**src/rtl/multdiv_defs.sv**
```systemverilog
// Shared definitions for the multiply/divide unit: FSM encodings, decode opcodes
// and default sizes.
package multdiv_defs;

    localparam int MD_WIDTH = 32;
    localparam int MD_CNT_W = 6;

    typedef enum logic [1:0] {
        IDLE     = 2'd0,
        MULT_RUN = 2'd1,
        DIV_RUN  = 2'd2,
        DONE     = 2'd3
    } md_state_e;

    localparam logic [4:0] ALU_MUL = 5'b00110;
    localparam logic [4:0] ALU_DIV = 5'b00111;

    // Decode helper: returns {ctrl_MULT, ctrl_DIV} for an ALU opcode.
    function automatic logic [1:0] decode_ctrl(input logic [4:0] op);
        decode_ctrl = {op == ALU_MUL, op == ALU_DIV};
    endfunction

endpackage

```
**src/rtl/multdiv_counter.sv**
```systemverilog
// Iteration counter for the multiply/divide unit; flags done once WIDTH steps
// have been taken.
module multdiv_counter #(
    parameter int WIDTH = 32,
    parameter int CNT_W = 6
) (
    input  logic clock,
    input  logic reset,
    input  logic clr_i,
    input  logic en_i,
    output logic done_o
);

    logic [CNT_W-1:0] count_q;

    // NOTE: the reset is synchronous, so it lives inside the clocked branch; all state
    // uses non-blocking assignments so every register samples pre-edge values.
    always_ff @(posedge clock) begin
        if (!reset) begin
            count_q <= '0;
        end else if (clr_i) begin
            count_q <= '0;
        end else if (en_i) begin
            count_q <= count_q + 1'b1;
        end
    end

    assign done_o = (count_q == CNT_W'(WIDTH));

endmodule

```
**src/rtl/multdiv_unit.sv**
```systemverilog
// Multi-cycle signed multiply/divide: magnitude shift-add / restoring divide over
// WIDTH steps, sign and exceptions applied on the final edge.
module multdiv_unit
    import multdiv_defs::*;
#(
    parameter int WIDTH = MD_WIDTH,
    parameter int CNT_W = MD_CNT_W
) (
    input  logic             clock,
    input  logic             reset,
    input  logic [WIDTH-1:0] data_operandA,
    input  logic [WIDTH-1:0] data_operandB,
    input  logic             ctrl_MULT,
    input  logic             ctrl_DIV,
    output logic [WIDTH-1:0] data_result,
    output logic             data_exception,
    output logic             data_resultRDY
);

    localparam logic [WIDTH-1:0] MIN_WORD = {1'b1, {(WIDTH-1){1'b0}}};

    md_state_e          state_q;
    logic [WIDTH-1:0]   mag_a_q, mag_b_q;
    logic               neg_q, div_zero_q, div_ovf_q;
    logic [2*WIDTH-1:0] acc_q, acc_d;
    logic [WIDTH-1:0]   result_q, result_d;
    logic               exc_q, exc_d, rdy_q;

    logic               start, running, cnt_done;
    logic [WIDTH-1:0]   in_mag_a, in_mag_b;
    logic [2*WIDTH-1:0] shifted, prod_s;
    logic [WIDTH:0]     add_a, add_b, add_y;
    logic [WIDTH:0]     prod_top;
    logic [WIDTH-1:0]   quot_s;

    assign start    = ctrl_MULT | ctrl_DIV;
    assign running  = (state_q == MULT_RUN) || (state_q == DIV_RUN);
    assign in_mag_a = data_operandA[WIDTH-1] ? -data_operandA : data_operandA;
    assign in_mag_b = data_operandB[WIDTH-1] ? -data_operandB : data_operandB;

    multdiv_counter #(.WIDTH(WIDTH), .CNT_W(CNT_W)) u_counter (
        .clock  (clock),
        .reset  (reset),
        .clr_i  (start),
        .en_i   (running && !cnt_done),
        .done_o (cnt_done)
    );

    // One adder serves both ops: add multiplicand into the high word, or trial-subtract
    // the divisor from the left-shifted partial remainder.
    assign shifted = {acc_q[2*WIDTH-2:0], 1'b0};

    // NOTE: every signal written here gets a default first, so no path can infer a latch.
    always_comb begin
        add_a = {1'b0, acc_q[2*WIDTH-1:WIDTH]};
        add_b = {1'b0, mag_a_q};
        add_y = add_a + add_b;
        acc_d = acc_q;
        if (state_q == DIV_RUN) begin
            add_a = {1'b0, shifted[2*WIDTH-1:WIDTH]};
            add_b = {1'b0, mag_b_q};
            add_y = add_a - add_b;
            if (!add_y[WIDTH]) acc_d = {add_y[WIDTH-1:0], shifted[WIDTH-1:1], 1'b1};
            else               acc_d = shifted;
        end else if (acc_q[0]) begin
            acc_d = {add_y, acc_q[WIDTH-1:1]};
        end else begin
            acc_d = {1'b0, acc_q[2*WIDTH-1:1]};
        end
    end

    assign prod_s   = neg_q ? -acc_q : acc_q;
    assign prod_top = prod_s[2*WIDTH-1:WIDTH-1];
    assign quot_s   = neg_q ? -acc_q[WIDTH-1:0] : acc_q[WIDTH-1:0];

    always_comb begin
        result_d = quot_s;
        exc_d    = 1'b0;
        if (state_q == MULT_RUN) begin
            result_d = prod_s[WIDTH-1:0];
            exc_d    = !((&prod_top) || !(|prod_top));
        end else if (div_zero_q) begin
            result_d = '0;
            exc_d    = 1'b1;
        end else if (div_ovf_q) begin
            result_d = MIN_WORD;
            exc_d    = 1'b1;
        end
    end

    always_ff @(posedge clock) begin
        if (!reset) begin
            state_q    <= IDLE;
            mag_a_q    <= '0;
            mag_b_q    <= '0;
            neg_q      <= 1'b0;
            div_zero_q <= 1'b0;
            div_ovf_q  <= 1'b0;
            acc_q      <= '0;
            result_q   <= '0;
            exc_q      <= 1'b0;
            rdy_q      <= 1'b0;
        end else begin
            rdy_q <= 1'b0;
            if (start) begin
                state_q    <= ctrl_MULT ? MULT_RUN : DIV_RUN;
                mag_a_q    <= in_mag_a;
                mag_b_q    <= in_mag_b;
                neg_q      <= data_operandA[WIDTH-1] ^ data_operandB[WIDTH-1];
                div_zero_q <= (data_operandB == '0);
                div_ovf_q  <= (data_operandA == MIN_WORD) && (&data_operandB);
                acc_q      <= ctrl_MULT ? {{WIDTH{1'b0}}, in_mag_b} : {{WIDTH{1'b0}}, in_mag_a};
            end else begin
                case (state_q)
                    MULT_RUN, DIV_RUN: begin
                        if (!cnt_done) begin
                            acc_q <= acc_d;
                        end else begin
                            result_q <= result_d;
                            exc_q    <= exc_d;
                            rdy_q    <= 1'b1;
                            state_q  <= DONE;
                        end
                    end
                    DONE:    state_q <= IDLE;
                    default: state_q <= IDLE;
                endcase
            end
        end
    end

    assign data_result    = result_q;
    assign data_exception = exc_q;
    assign data_resultRDY = rdy_q;

endmodule

```
**config.mk**
```make
export PLATFORM = sky130hd
export DESIGN_NAME = multdiv_unit
export DESIGN_NICKNAME = d
export VERILOG_FILES = /design/src/rtl/multdiv_defs.sv /design/src/rtl/multdiv_counter.sv /design/src/rtl/multdiv_unit.sv
export SDC_FILE = /design/constraint.sdc
export NUM_CORES = 1
export LEC_CHECK = 0
export ABC_AREA = 1
export CELL_PAD_IN_SITES_DETAIL_PLACEMENT = 1
export CELL_PAD_IN_SITES_GLOBAL_PLACEMENT = 1
export CORE_MARGIN = 2
export CORE_UTILIZATION = 40
export DETAILED_ROUTE_END_ITERATION = 10
export PLACE_DENSITY_LB_ADDON = 0.08
export SYNTH_ARGS = -nofsm -noshare
export SYNTH_HDL_FRONTEND = slang
export SYNTH_SLANG_ARGS = --single-unit
```
**constraint.sdc**
```tcl
create_clock -name clock -period 2.85 [get_ports clock]
set_input_delay 0.285 -clock clock [delete_from_list [all_inputs] [get_ports clock]]
set_output_delay 0.285 -clock clock [all_outputs]
set_load 0.02 [all_outputs]
```
# After elaboration in Yosys (flattened, before gate mapping)
# Index checks and enable logic that the tools add are counted.
# word_totals
reg_bits,173
latch_bits,0
mem_bits_rw,0
rom_bits,0
output_inout_bits,34
wordCells,68
mem_count,0
# op_classes
addsub,7
n_mul,0
n_div,0
order_cmp,0
eq_ne,6
shifts,0
muxes,22
bitwise_logic,5
reduce_logical,17
# ops
cell,n
$mux W64,7
$mux W32,7
$neg A32 Y32,3
$neg A64 Y64,1
$add A32 B32 Y33,1
$reduce_and A33 Y1,1
$reduce_or A33 Y1,1
$sub A32 B32 Y33,1
$eq A32 B32 Y1 const B,1
$logic_not A32 Y1,1
$reduce_and A32 Y1,1
$mux W2,4
$add A6 B1 Y6 const B,1
$eq A6 B6 Y1 const B,1
$mux W1,4
$reduce_or A2 Y1,2
$logic_not A1 Y1,3
$ne A3 B3 Y1 const B,1
$not A1 Y1,3
$reduce_and A3 Y1,1
$reduce_or A3 Y1,1
$eq A2 B1 Y1 const B,1
$eq A2 B2 Y1 const B,1
$logic_and A1 B1 Y1,2
6 further kinds,7

# Logic depth before layout (Yosys ltp)
# depth
ltp_word,7
depth_mapped,20
mapped_depth_nobuf,19

# By module
# Synthesis repeated with hierarchy kept, for this count alone.
# unflattened
hier_cells,2759
area_unflattened_um2,15984.1
# modules_own_cells
module,n_inst,cells_per_inst,area_each_um2
multdiv_unit,1,2717,15678.8
multdiv_counter,1,42,305.3

# Worst setup path before layout
# No wires, ideal clock.
# synth_path
kind,reg-to-reg
start,reg acc_q[31]
end,reg acc_q[44]
arrival_ns,2.327
slack_ns,0.391
stages_incl_launch_ff,15
n_path_buf,1
cell_sequence,dfxtp_1 inv_1 ha_1 fa_1 o21ai_2 a21oi_2 o21ai_2 nand2_1 nand2_2 nand2_2 nand2_4 nand2_2 buf_2 o2111ai_1 a21oi_1
# synth_between
elab_chain_cells,6
# synth_rtl
item,line_no,source
start: declaration,multdiv_unit.sv:25,"logic [2*WIDTH-1:0] acc_q, acc_d;"
start signal: assignment,multdiv_unit.sv:112,"acc_q <= ctrl_MULT ? {{WIDTH{1'b0}}, in_mag_b} : {{WIDTH{1'b0}}, in_mag_a};"
$sub A32 B32 Y33,multdiv_unit.sv:62,add_y = add_a - add_b;
$mux W64,multdiv_unit.sv:63,"if (!add_y[WIDTH]) acc_d = {add_y[WIDTH-1:0], shifted[WIDTH-1:1], 1'b1};"
$mux W64,multdiv_unit.sv:59,if (state_q == DIV_RUN) begin
$mux W64,multdiv_unit.sv:116,if (!cnt_done) begin
$mux W64,multdiv_unit.sv:114,case (state_q)
$mux W64,multdiv_unit.sv:105,if (start) begin
# No other way between the ends. The select of a mux whose other input is x is not followed.
# A chain may end at the register's enable or synchronous reset.

# Final worst setup path
# layout_path
start,reg acc_q[53]
end,reg acc_q[32]
# Same word-level chain as after synthesis.

==> results_dict.tcl <==
set metrics [dict create \
    pwr-share-seq_pct 33.7 \
    yosysTopAreaCell "dfxtp_1" \
    post-route-min-period_ns 2.71 \
    netlist_area_mm2 0.0154 \
    skew_ns 0.0205 \
    hold_depth 2 \
    portBuffers 101 \
    initial_utilization_pct 40.8 \
    worstPathRequired_ns 3.17 \
    die_y_um 200 \
    p_leak_nw 8.24 \
    final_util_pct 48.7 \
    final_hold_viol_count 0 \
    drt_wl_total_mm 76.4 \
    reg2reg_depth 12 \
    clock-sinks 173 \
    r2r-start "acc_q[53]" \
    vias 18908 \
    n_fill_cell 5193 \
    syn_nets 2712 \
    htreeDepth 4 \
    layout_commonest_cell "nand2_1" \
    place_ws_ns -0.0491 \
    grt_usage_pct 37.5 \
    fin_ws_ns 0.138 \
    drtAntennaViolNets 0 \
    layout-drive-gt1-share_pct 8.69 \
    worst-setup-path-type "register to register" \
    yosysTopAreaCellShare_pct 22.4 \
    min_from "data_result[29]" \
    synth_cell_types 58 \
    cap_violations 0 \
    regArea_mm2 0.00348 \
    crit_path_end_kind "register" \
    synth-edff-count 0 \
    max_freq_mhz 369 \
    drc_errors 0 \
    switchingPower_w 0.00341 \
    syn_avg_cell_area_um2 6.01 \
    swShare_pct 42.2 \
    yosysWarnings 0 \
    design.core.area_mm2 0.0378 \
    tightest_slew_ns 0.735 \
    core.rowCount 71 \
    critPathLaunchType "register" \
    cp-startpoint "acc_q[53]" \
    avgRoutedWirePerCell_um 23.5 \
    setup_viol 0 \
    ys_seq_elements 173 \
    ys_seq_area_share_pct 22.4 \
    power_frac_comb_pct 34.4 \
    vdd_ir_drop_max_mv 0.446 \
    slew-limit-headroom_pct 50.5 \
    pwr-share-clk_pct 31.9 \
    viasPerCell 5.81 \
    grt_first_pass_wirelength_mm 116 \
    drt_iter0_drc 1606 \
    maxSlewViolCount 0 \
    worstHoldPathType "register to register" \
    status "finished, final reports clean" \
    ioPinCount 102 \
    first_pass_iters 5 \
    p_int_w 0.00468 \
    antenna_found_initial 0 \
    min_to "data_result[29]" \
    async_reset_ff_share_pct 0 \
    multi_input_area_mm2 0.0105 \
    crit-reg2reg-capture "acc_q[32]" \
    fin_nets 2868 \
    layout_common_cells "632 x nand2_1, 306 x inv_1, 302 x nor2_1" \
    clk_pin_slew_ns 0.09 \
    cts_buffers 17 \
    syn_to_final_growth_pct 19.4 \
    worstPathMaxFanout 13 \
    gp_congestion 0.989 \
    cts_tree "yes" \
    ctsLongestPathBuffers 2 \
    power_density_mw_per_mm2 439 \
    synth_area_leaders "dfxtp_1 22%, nand2_1 15%, a21oi_1 7.7%" \
    die_x_um 200 \
    cp.arrival_ns 3.03 \
    dp_hpwl_mm 62.1 \
    hold_buffers 0 \
    ys.flop_type "dfxtp_1" \
    die-area_mm2 0.0402 \
    insertion_delay_ns 0.47 \
    grt_pass1_vias 19235 \
    power.total_w 0.00809 \
    grt_overflow 0 \
    r2r_slack_ns 0.14 \
    finalCritPeriodShare_pct 95.2 \
    grt_max_degree 73 \
    root_buffer "clkbuf_16" \
    synthesis.instances 2570 \
]
==> Yosys cell counts (19+ instances only) <==
library cell and instances:
o221ai_1 19, o22ai_1 23, o211ai_1 39, ha_1 72, nand4_1 34, nor2_1 311
xor2_1 74, clkbuf_1 66, nand3_1 144, dfxtp_1 173, xnor2_1 44, a21oi_1 237
o21ai_0 197, nor3_1 23, nand2_1 636, inv_1 307
==> how the worst max path moves through the flow <==
stage | endpoint | slack [ns] | depth (start not counted)
floorplan | acc_q[44] | 0.39 | 14
global placement | acc_q[30] | -0.006 | 14
detailed placement | acc_q[30] | -0.05 | 14
CTS | acc_q[51] | 0.02 | 15
global route | acc_q[61] | -0.02 | 18
finish | acc_q[32] | 0.14 | 12
==> power groups by stage <==
stage,logic (W),clock network [W],registers [W]
after global routing,0.00302,0.00267,0.00274
after detailed placement,0.00267,0,0.00278
final,0.00278,0.00258,0.00273
after floorplan,0.00162,0,0.00270
after global placement,0.00263,0,0.00277
after CTS,0.00270,0.00258,0.00272
==> cell families (layout without fill, tap and decap cells) <==
family,Yosys count,count (layout),share of synthesized area (%)
compound gates,596,596,22.0
fa+ha+maj,74,74,6.09
xor+xnor,118,118,6.69
other cells,0,2,0
simple gates,1201,1201,32.5
buf+inv,408,577,10.2
flops,173,173,22.4
==> what timing repair did <==
action                                  CTS  global route
endpoints found under the setup margin    1            25
setup buffers                             0             1
pin swaps                                 0             3
resized for setup                         1            29
==> registers in the layout, indices dropped and copies added, names as in the netlist <==
signal             cells
div_ovf_q              1
state_q                2
u_counter.count_q      6
neg_q                  1
data_result           32
div_zero_q             1
acc_q                 64
data_resultRDY         1
mag_a_q               32
mag_b_q               32
data_exception         1
==> critical path: stages, from the launching register on <==
cell and delay [ns]:
dfxtp_1 0.59, ha_1 0.39, nand2_1 0.18, nor2_1 0.07
nor2_1 0.18, a21oi_1 0.10, nor2_1 0.21, nand2_4 0.12
nor2_8 0.23, buf_4 0.21, nand2_1 0.07, o2111ai_1 0.10
a21oi_1 0.11
==> final cells by class <==
| type | instances | share of cell area (%) |
|---|---|---|
| clock inverters | 15 | 1.09 |
| multi-input cells | 1989 | 56.7 |
| repair buffers | 228 | 11.1 |
| clock buffers | 17 | 2.31 |
| flip-flops and latches | 173 | 18.9 |
| inverters | 317 | 6.48 |
| diodes | 2 | 0.0272 |
| well taps | 511 | 3.47 |
==> routing by layer <==
metal / vias up / share of wire [%] / GRT usage (%)
met5: - / 0 / 0
met4: 0 / 5.1 / 17.2
met3: 173 / 7.2 / 4.35
met2: 846 / 45 / 61.6
met1: 9093 / 42 / 49.4
li1: 8796 / - / -
==> through the flow <==
stage / area, µm² / hold slack [ns] / setup TNS, ns / cells
floorplan: 15400 / 0.435 / 0 / 2570
global placement: 17700 / 0.456 / -0.00616 / 3217
detailed placement: 17700 / 0.461 / -0.0769 / 3217
CTS: 18400 / 0.472 / 0 / 3249
global route: 18400 / 0.498 / -0.0162 / 3250
finish: 18400 / 0.474 / 0 / 3252
Note: power is estimated with default switching activity, not from simulation.
